### src/rtl/uart_tx_arbiter.sv
// Shares one UART transmitter between N_REQ byte-stream clients, granting ownership
// round-robin per locked session, with a watchdog that reclaims the UART from an idle owner.
module uart_tx_arbiter #(
  parameter int N_REQ       = 3,
  parameter int TIMEOUT_CYC = 1024
) (
  input  logic               clk,
  input  logic               rst_n,
  input  logic [N_REQ-1:0]   cli_lock,
  input  logic [N_REQ-1:0]   cli_tx_start,
  input  logic [8*N_REQ-1:0] cli_tx_data,
  output logic [N_REQ-1:0]   cli_tx_busy,
  input  logic               uart_tx_busy,
  output logic               uart_tx_start,
  output logic [7:0]         uart_tx_data,
  output logic [N_REQ-1:0]   grant,
  output logic [7:0]         sess_bytes,
  output logic               timeout_pulse,
  output logic [1:0]         dbg_state
);

  localparam int OW = (N_REQ > 1) ? $clog2(N_REQ) : 1;
  localparam int CW = (TIMEOUT_CYC > 1) ? $clog2(TIMEOUT_CYC) : 1;
  localparam logic [CW-1:0] IDLE_LAST = CW'(TIMEOUT_CYC - 1);
  localparam logic [OW-1:0] RR_INIT   = OW'(N_REQ - 1);

  typedef enum logic [1:0] {
    S_IDLE    = 2'd0,
    S_GRANT   = 2'd1,
    S_OWN     = 2'd2,
    S_RELEASE = 2'd3
  } state_t;

  state_t           state_q, state_d;
  logic [OW-1:0]    owner_q, owner_d;
  logic [OW-1:0]    rr_ptr_q, rr_ptr_d;
  logic [N_REQ-1:0] grant_q, grant_d;
  logic [7:0]       sess_bytes_q, sess_bytes_d;
  logic             timeout_pulse_q, timeout_pulse_d;
  logic [CW-1:0]    idle_cnt_q, idle_cnt_d;
  logic             busy_prev_q, busy_prev_d;

  logic [N_REQ-1:0] req;
  logic [OW-1:0]    pick;
  logic [OW-1:0]    scan_w;
  logic             pick_vld;
  int               scan_idx;
  logic             own;
  logic             owner_start;
  logic             owner_lock;

  assign req         = cli_lock | cli_tx_start;
  assign own         = (state_q == S_OWN);
  assign owner_start = cli_tx_start[owner_q];
  assign owner_lock  = cli_lock[owner_q];

  // Scan starts just after the last owner, so it ends up with the lowest priority.
  always_comb begin
    pick     = '0;
    pick_vld = 1'b0;
    scan_idx = 0;
    scan_w   = '0;
    for (int i = 1; i <= N_REQ; i++) begin
      scan_idx = (int'(rr_ptr_q) + i) % N_REQ;
      scan_w   = OW'(scan_idx);
      if (!pick_vld && req[scan_w]) begin
        pick     = scan_w;
        pick_vld = 1'b1;
      end
    end
  end

  always_comb begin
    cli_tx_busy   = '0;
    uart_tx_start = 1'b0;
    uart_tx_data  = 8'h00;
    if (own) begin
      uart_tx_start        = owner_start;
      uart_tx_data         = cli_tx_data[{owner_q, 3'b000} +: 8];
      cli_tx_busy[owner_q] = uart_tx_busy;
    end
  end

  always_comb begin
    state_d         = state_q;
    owner_d         = owner_q;
    rr_ptr_d        = rr_ptr_q;
    grant_d         = grant_q;
    sess_bytes_d    = sess_bytes_q;
    timeout_pulse_d = 1'b0;
    idle_cnt_d      = idle_cnt_q;
    busy_prev_d     = uart_tx_busy;
    case (state_q)
      S_IDLE: begin
        if (pick_vld) begin
          owner_d       = pick;
          grant_d       = '0;
          grant_d[pick] = 1'b1;
          sess_bytes_d  = 8'd0;
          idle_cnt_d    = '0;
          state_d       = S_GRANT;
        end
      end
      S_GRANT: state_d = S_OWN;
      S_OWN: begin
        if (uart_tx_busy && !busy_prev_q && (sess_bytes_q != 8'hFF)) begin
          sess_bytes_d = sess_bytes_q + 8'd1;
        end
        if (owner_start || uart_tx_busy) begin
          idle_cnt_d = '0;
        end else begin
          idle_cnt_d = idle_cnt_q + CW'(1);
        end
        // Release only with busy low so a byte in flight is never cut.
        if (!owner_lock && !owner_start && !uart_tx_busy) begin
          state_d = S_RELEASE;
        end else if ((TIMEOUT_CYC != 0) && (idle_cnt_q == IDLE_LAST) && !uart_tx_busy) begin
          timeout_pulse_d = 1'b1;
          state_d         = S_RELEASE;
        end
      end
      S_RELEASE: begin
        grant_d  = '0;
        rr_ptr_d = owner_q;
        state_d  = S_IDLE;
      end
      default: state_d = S_IDLE;
    endcase
  end

  always_ff @(posedge clk or negedge rst_n) begin
    if (!rst_n) begin
      state_q         <= S_IDLE;
      owner_q         <= '0;
      rr_ptr_q        <= RR_INIT;
      grant_q         <= '0;
      sess_bytes_q    <= 8'd0;
      timeout_pulse_q <= 1'b0;
      idle_cnt_q      <= '0;
      busy_prev_q     <= 1'b0;
    end else begin
      state_q         <= state_d;
      owner_q         <= owner_d;
      rr_ptr_q        <= rr_ptr_d;
      grant_q         <= grant_d;
      sess_bytes_q    <= sess_bytes_d;
      timeout_pulse_q <= timeout_pulse_d;
      idle_cnt_q      <= idle_cnt_d;
      busy_prev_q     <= busy_prev_d;
    end
  end

  assign grant         = grant_q;
  assign sess_bytes    = sess_bytes_q;
  assign timeout_pulse = timeout_pulse_q;
  assign dbg_state     = state_q;

endmodule

### config.mk
export PLATFORM = sky130hd
export DESIGN_NAME = uart_tx_arbiter
export DESIGN_NICKNAME = d
export VERILOG_FILES = /design/src/rtl/uart_tx_arbiter.sv
export SDC_FILE = /design/constraint.sdc
export NUM_CORES = 1
export LEC_CHECK = 0
export CAP_MARGIN = 20
export CORE_ASPECT_RATIO = 1.2
export CORE_UTILIZATION = 25
export CTS_CLUSTER_DIAMETER = 150
export CTS_CLUSTER_SIZE = 25
export DETAILED_ROUTE_END_ITERATION = 10
export PLACE_DENSITY = 0.55
export SLEW_MARGIN = 10
export SYNTH_ARGS = -nofsm -noshare
export SYNTH_HDL_FRONTEND = slang
export SYNTH_SLANG_ARGS = --single-unit
### constraint.sdc
create_clock -name clk -period 2.6 [get_ports clk]
set_input_delay 0.26 -clock clk [delete_from_list [all_inputs] [get_ports clk]]
set_output_delay 0.26 -clock clk [all_outputs]
set_load 0.005 [all_outputs]
# ---- After elaboration in Yosys (flattened, before gate mapping)
# Index checks and enable logic that the tools add are counted.
dict set report op_classes {
  n_addsub 5
  div 3
  n_lt_le_gt_ge 7
  eq_ne 8
  shift 1
  muxes 38
  n_bitwise 2
  n_reduce_logical 24
}
# cell count
set op_table {}
lappend op_table {{$mod 32x3->32 const B} 3}
lappend op_table {{$mux 8} 3}
lappend op_table {{$shiftx 24x6->8} 1}
lappend op_table {{$mux 10} 2}
lappend op_table {{$pmux 10 s2} 1}
lappend op_table {{$pmux 8 s2} 1}
lappend op_table {{$lt 2x3->1 const B} 5}
lappend op_table {{$mux 1} 14}
lappend op_table {{$mux 2} 6}
lappend op_table {{$add 10x1->10 const B} 1}
lappend op_table {{$bmux 1 s2} 5}
lappend op_table {{$eq 10x10->1 const B} 1}
lappend op_table {{$logic_and 1x1->1} 9}
lappend op_table {{$add 8x1->8 const B} 1}
lappend op_table {{$ne 8x8->1 const B} 1}
lappend op_table {{$pmux 2 s4} 1}
lappend op_table {{$reduce_and 2->1} 4}
lappend op_table {{$add 2x2->3 const B} 2}
lappend op_table {{$logic_not 1->1} 6}
lappend op_table {{$mux 3} 2}
lappend op_table {{$pmux 3 s2} 1}
lappend op_table {{$demux 1 s2} 2}
lappend op_table {{$eq 2x2->1 const B} 2}
lappend op_table {{$ge 2x1->1 const B} 2}
lappend op_table {{11 further kinds} 12}
dict set report word_totals {
  ff_bits 29
  inputBits 33
  output_inout_bits 26
  wordCells 96
}

# ---- Depth between registers and ports, before layout
dict set report logic_depth {
  ltp_word 17
  ltp_mapped 9
  mapped_depth_nobuf 8
}

# ---- Worst setup path after synthesis
# Ideal clock, no wire load.
dict set report synth_path {
  path_kind {reg2reg}
  startpoint {reg rr_ptr_q[1]}
  endpoint {reg sess_bytes_q[0], in the netlist sess_bytes[0]}
  setup_ps 125
  arrival_ps 1912
  required_ps 2475
  slack_ps 563
  path_stages_with_launch 7
  n_path_buf 0
  synth_period_minus_slack_ps 2037
  cell_sequence {dfstp_2 > inv_1 > ha_1 > o221ai_1 > a21oi_4 > a21oi_2 > mux2_2}
}
dict set report synth_between {
  elab_chain_cells 13
  word_cells_on_any_way 21
  classes_between {add/sub (3); div (3); eq/ne (1); mux (9); reduce/logical (5)}
}
# element line
set synth_lines {}
lappend synth_lines {{start: declaration} 36} ;# logic [OW-1:0] rr_ptr_q, rr_ptr_d;
lappend synth_lines {{start signal: assignment} 144} ;# rr_ptr_q <= rr_ptr_d;
lappend synth_lines {{$add 2x1->3} 64} ;# scan_idx = (int'(rr_ptr_q) + i) % N_REQ;
lappend synth_lines {{$mod 32x3->32} 64}
lappend synth_lines {{$bmux 1 s2} 66} ;# if (!pick_vld && req[scan_w]) begin
lappend synth_lines {{$mux 1 (implied by the code)} 66}
lappend synth_lines {{$mux 1} 66}
lappend synth_lines {{$logic_not 1->1} 66}
lappend synth_lines {{$logic_and 1x1->1} 66}
lappend synth_lines {{$mux 1} 66}
lappend synth_lines {{$logic_not 1->1} 66}
lappend synth_lines {{$logic_and 1x1->1} 66}
lappend synth_lines {{$mux 1 *} 66}
lappend synth_lines {{$ne 2x2->1 (no source line) *} --}
lappend synth_lines {{$reduce_and 3->1 (no source line) *} --}
lappend synth_lines {{end signal: assignment} 146} ;# sess_bytes_q <= sess_bytes_d;
lappend synth_lines {{end: declaration} 38} ;# logic [7:0] sess_bytes_q, sess_bytes_d;
# Mark *: on every way between the ends. The rest lies on a longest branch, timed or not. The select of a mux whose other input is x is not followed.
# A chain may end at the register's enable or synchronous reset.

# ---- Worst setup path after layout
dict set report layout_path {
  startpoint {reg rr_ptr_q[1]}
  endpoint {reg sess_bytes_q[2], in the netlist sess_bytes[2]}
}
# Same word-level chain as after synthesis.

==> impl_metrics.json <==
{
  "status": "finished, final reports clean",
  "fmax_mhz": 431,
  "clk_latency_ns": 0.28,
  "cts.path.max_buffers": 2,
  "cts_buffers": 5,
  "intPower_uw": 1360,
  "drv_cap": 0,
  "layoutNonFillerInstCount": 384,
  "crit_cells": 6,
  "grtUsageTotal": 0.134,
  "seqCellArea_um2": 727,
  "crit_family": "simple AND/OR/NAND/NOR gates",
  "htree_levels": 2,
  "slowest_stage": "nor3_1",
  "port_buffers": 58,
  "synth-seq-area-share": 0.366,
  "grt_pass1_vias": 1906,
  "power_frac_seq": 0.267,
  "wl_um": 5390,
  "coreArea_mm2": 0.00771,
  "path_common_cell": "nor3_1",
  "gp_congestion": 0.809,
  "synth_area_leaders": "dfrtp_1 35%, mux2i_1 7.1%, nor2_1 6.6%",
  "r2r_slack_ns": 0.28,
  "cp_slowest_stage_delay_ns": 0.61,
  "row_count": 35,
  "synth_top_area_share": 0.353,
  "crit_arrival_ns": 2.44,
  "clkPwrFrac": 0.159,
  "combPwrFrac": 0.574,
  "die_width_um": 83.4,
  "path_class": "flop to flop",
  "pin_count": 59,
  "ys_ff_latch": 29,
  "cts_root_buffer": "clkbuf_8",
  "ys_warn_count": 0,
  "cp_max_fo": 10,
  "p_leak_uw": 0.00110,
  "vias": 1903,
  "start_util": 0.258,
  "fin_crit_sh": 0.892,
  "power_switching_share": 0.428,
  "required_ns": 2.72,
  "syn2layout_area_growth_pct": 40.4,
  "wire_per_inst_um": 14.0,
  "slew_violations": 0,
  "rsz0062_at_grt": "no",
  "antenna_cells": 0,
  "power_density_mw_per_mm2": 851,
  "period_minus_slack_ns": 2.32,
  "ant_nets": 0,
  "syn_nets": 268,
  "synth_area_leader_cell": "dfrtp_1",
  "multi_input_area_mm2": 0.00119,
  "dp_hpwl_um": 4000,
  "finalSetupViolCount": 0,
  "clock_sinks": 29,
  "n_fill_cell": 830,
  "ys_types": 52,
  "viasPerCell": 4.96,
  "syn_avg_cell_area_um2": 8.75,
  "syn_inst": 227,
  "dp.cells": 377,
  "clk_pin_slew_ns": 0.07,
  "grt_pass1_wl_um": 9050,
  "firstDrtPassIters": 5,
  "ir_drop_mv": 0.397,
  "tightestPinTransition_ns": 0.745,
  "finalHoldViolCount": 0,
  "crit_path_end_kind": "flop",
  "post_cts_buffers": 0,
  "drc": 0,
  "crit_chain": "inv_1 > ha_1 > o221ai_1 > a21oi_4 > nor3_1 > nor3_1",
  "p_switching_uw": 1020,
  "synth.cell_area_mm2": 0.00199,
  "slew_headroom": 0.499,
  "reg2reg_depth": 6,
  "layout-drive-gt1-share": 0.0925,
  "startpoint_type": "flop",
  "tns_ns": 0,
  "grt_max_degree": 30,
  "die_h_um": 99.7,
  "die_area_mm2": 0.00831,
  "drt_iter0_drc": 61,
  "worst-path-buf-inv": 1,
  "hp-class": "input port to async pin",
  "grt_overflow_total": 0,
  "antenna_found_initial": 0,
  "fin_nets": 333,
  "skew_ns": 0.00708,
  "cts_tree": "done"
}
-- area by class of cell --
class | count | area share
Clock buffer | 7 | 0.0309
Inverter | 10 | 0.0135
Multi-Input combinational cell | 181 | 0.427
Sequential cell | 29 | 0.261
Tap cell | 92 | 0.0413
Timing Repair Buffer | 65 | 0.227
-- cells in the final DEF (no fill, tap or decap), types with 3 or more instances in the layout --
| cell | count |
|---|---|
| clkdlybuf4s50_1 | 58 |
| nor2_1 | 35 |
| dfrtp_1 | 28 |
| o21ai_0 | 21 |
| nand2_1 | 15 |
| mux2i_1 | 14 |
| a21oi_1 | 12 |
| inv_1 | 10 |
| nor3_1 | 8 |
| nand3_1 | 8 |
| ha_1 | 8 |
| buf_4 | 7 |
| o2bb2ai_1 | 6 |
| clkbuf_8 | 6 |
| nand2b_1 | 5 |
| nor3b_1 | 3 |
| and3_1 | 3 |
| and2_1 | 3 |
| xnor2_1 | 3 |
-- worst paths after layout --
kind,from,to
min reg2reg,rr_ptr_q[1]$_DFFE_PN1P_,rr_ptr_q[1]$_DFFE_PN1P_
max reg2reg,rr_ptr_q[1]$_DFFE_PN1P_,sess_bytes[2]$_DFFE_PN0P_
min,rst_n,dbg_state[0]$_DFFE_PN0P_
min in group clk,rr_ptr_q[1]$_DFFE_PN1P_,rr_ptr_q[1]$_DFFE_PN1P_
max,rr_ptr_q[1]$_DFFE_PN1P_,sess_bytes[2]$_DFFE_PN0P_
max in group asynchronous,rst_n,rr_ptr_q[1]$_DFFE_PN1P_
-- synthesized netlist by cell type (all sizes together) --
master / number
nor2b: 2
a221o: 1
nand4: 1
and4: 1
nand2: 15
ha: 8
a31oi: 1
nor3: 9
nand2b: 5
a311oi: 1
o221ai: 1
and3: 4
a211o: 1
o2bb2ai: 6
xnor2: 3
buf: 4
a21oi: 16
nand3: 8
o21bai: 1
mux2i: 14
or3: 2
a2111o: 1
nor4: 1
mux2: 1
inv: 10
clkbuf: 3
dfrtp: 28
nor2: 36
and2: 3
nor3b: 4
nor4b: 2
a32o: 2
o31ai: 2
a32oi: 1
dfstp: 1
nand4b: 1
a211oi: 2
o21a: 1
o32ai: 1
o311a: 1
or3b: 1
o21ai: 21
-- stage by stage --
step / hold WS [ns] / worst slack (ns) / power [µW] / cell area (µm²) / util
2_1_floorplan: -0.0356 / 0.563 / 1500 / 1990 / -
3_3_place_gp: 0.512 / 0.176 / 1990 / 2700 / 0.350
3_5_place_dp: 0.520 / 0.0918 / 2000 / 2700 / 0.350
4_1_cts: 0.382 / 0.118 / 2390 / 2780 / 0.361
5_1_grt: 0.431 / 0.0497 / 2600 / 2790 / 0.362
6_report: 0.371 / 0.282 / 2380 / 2790 / 0.362
-- per-layer routing --
metal  GRT usage  vias to the layer above  part of all wire
li1            -                      952                 -
met1       0.178                      908              0.48
met2       0.225                       41              0.48
met3      0.0241                        2             0.038
met4      0.0358                        0            0.0045
met5           0                        -                 0
-- power by group through the flow --
| stage | combinational (µW) | sequential (µW) | clock (µW) |
|---|---|---|---|
| detailed placement | 1350 | 644 | 0 |
| floorplan | 891 | 609 | 0 |
| global placement | 1350 | 641 | 0 |
| finish | 1360 | 634 | 378 |
| CTS | 1370 | 637 | 390 |
| global route | 1530 | 653 | 410 |
-- flip-flops by register name (all words and copies together), names as in the netlist --
name           flops
idle_cnt_q        10
busy_prev_q        1
dbg_state          2
rr_ptr_q           2
grant              3
owner_q            2
sess_bytes         8
timeout_pulse      1
-- cell families after synthesis --
kind of cell | Yosys count | synth area share
xor+xnor | 3 | 0.0132
simple gates | 95 | 0.245
compound gates | 60 | 0.211
buf+inv | 17 | 0.0384
flops | 29 | 0.366
mux | 15 | 0.0762
fa+ha+maj | 8 | 0.0504
-- timing repair --
action | in CTS | in global routing
hold buffers | 0 | 0
gates resized for setup | 0 | 1
endpoints found under the setup margin | 0 | 6
Note: power is estimated with default switching activity, not from simulation.
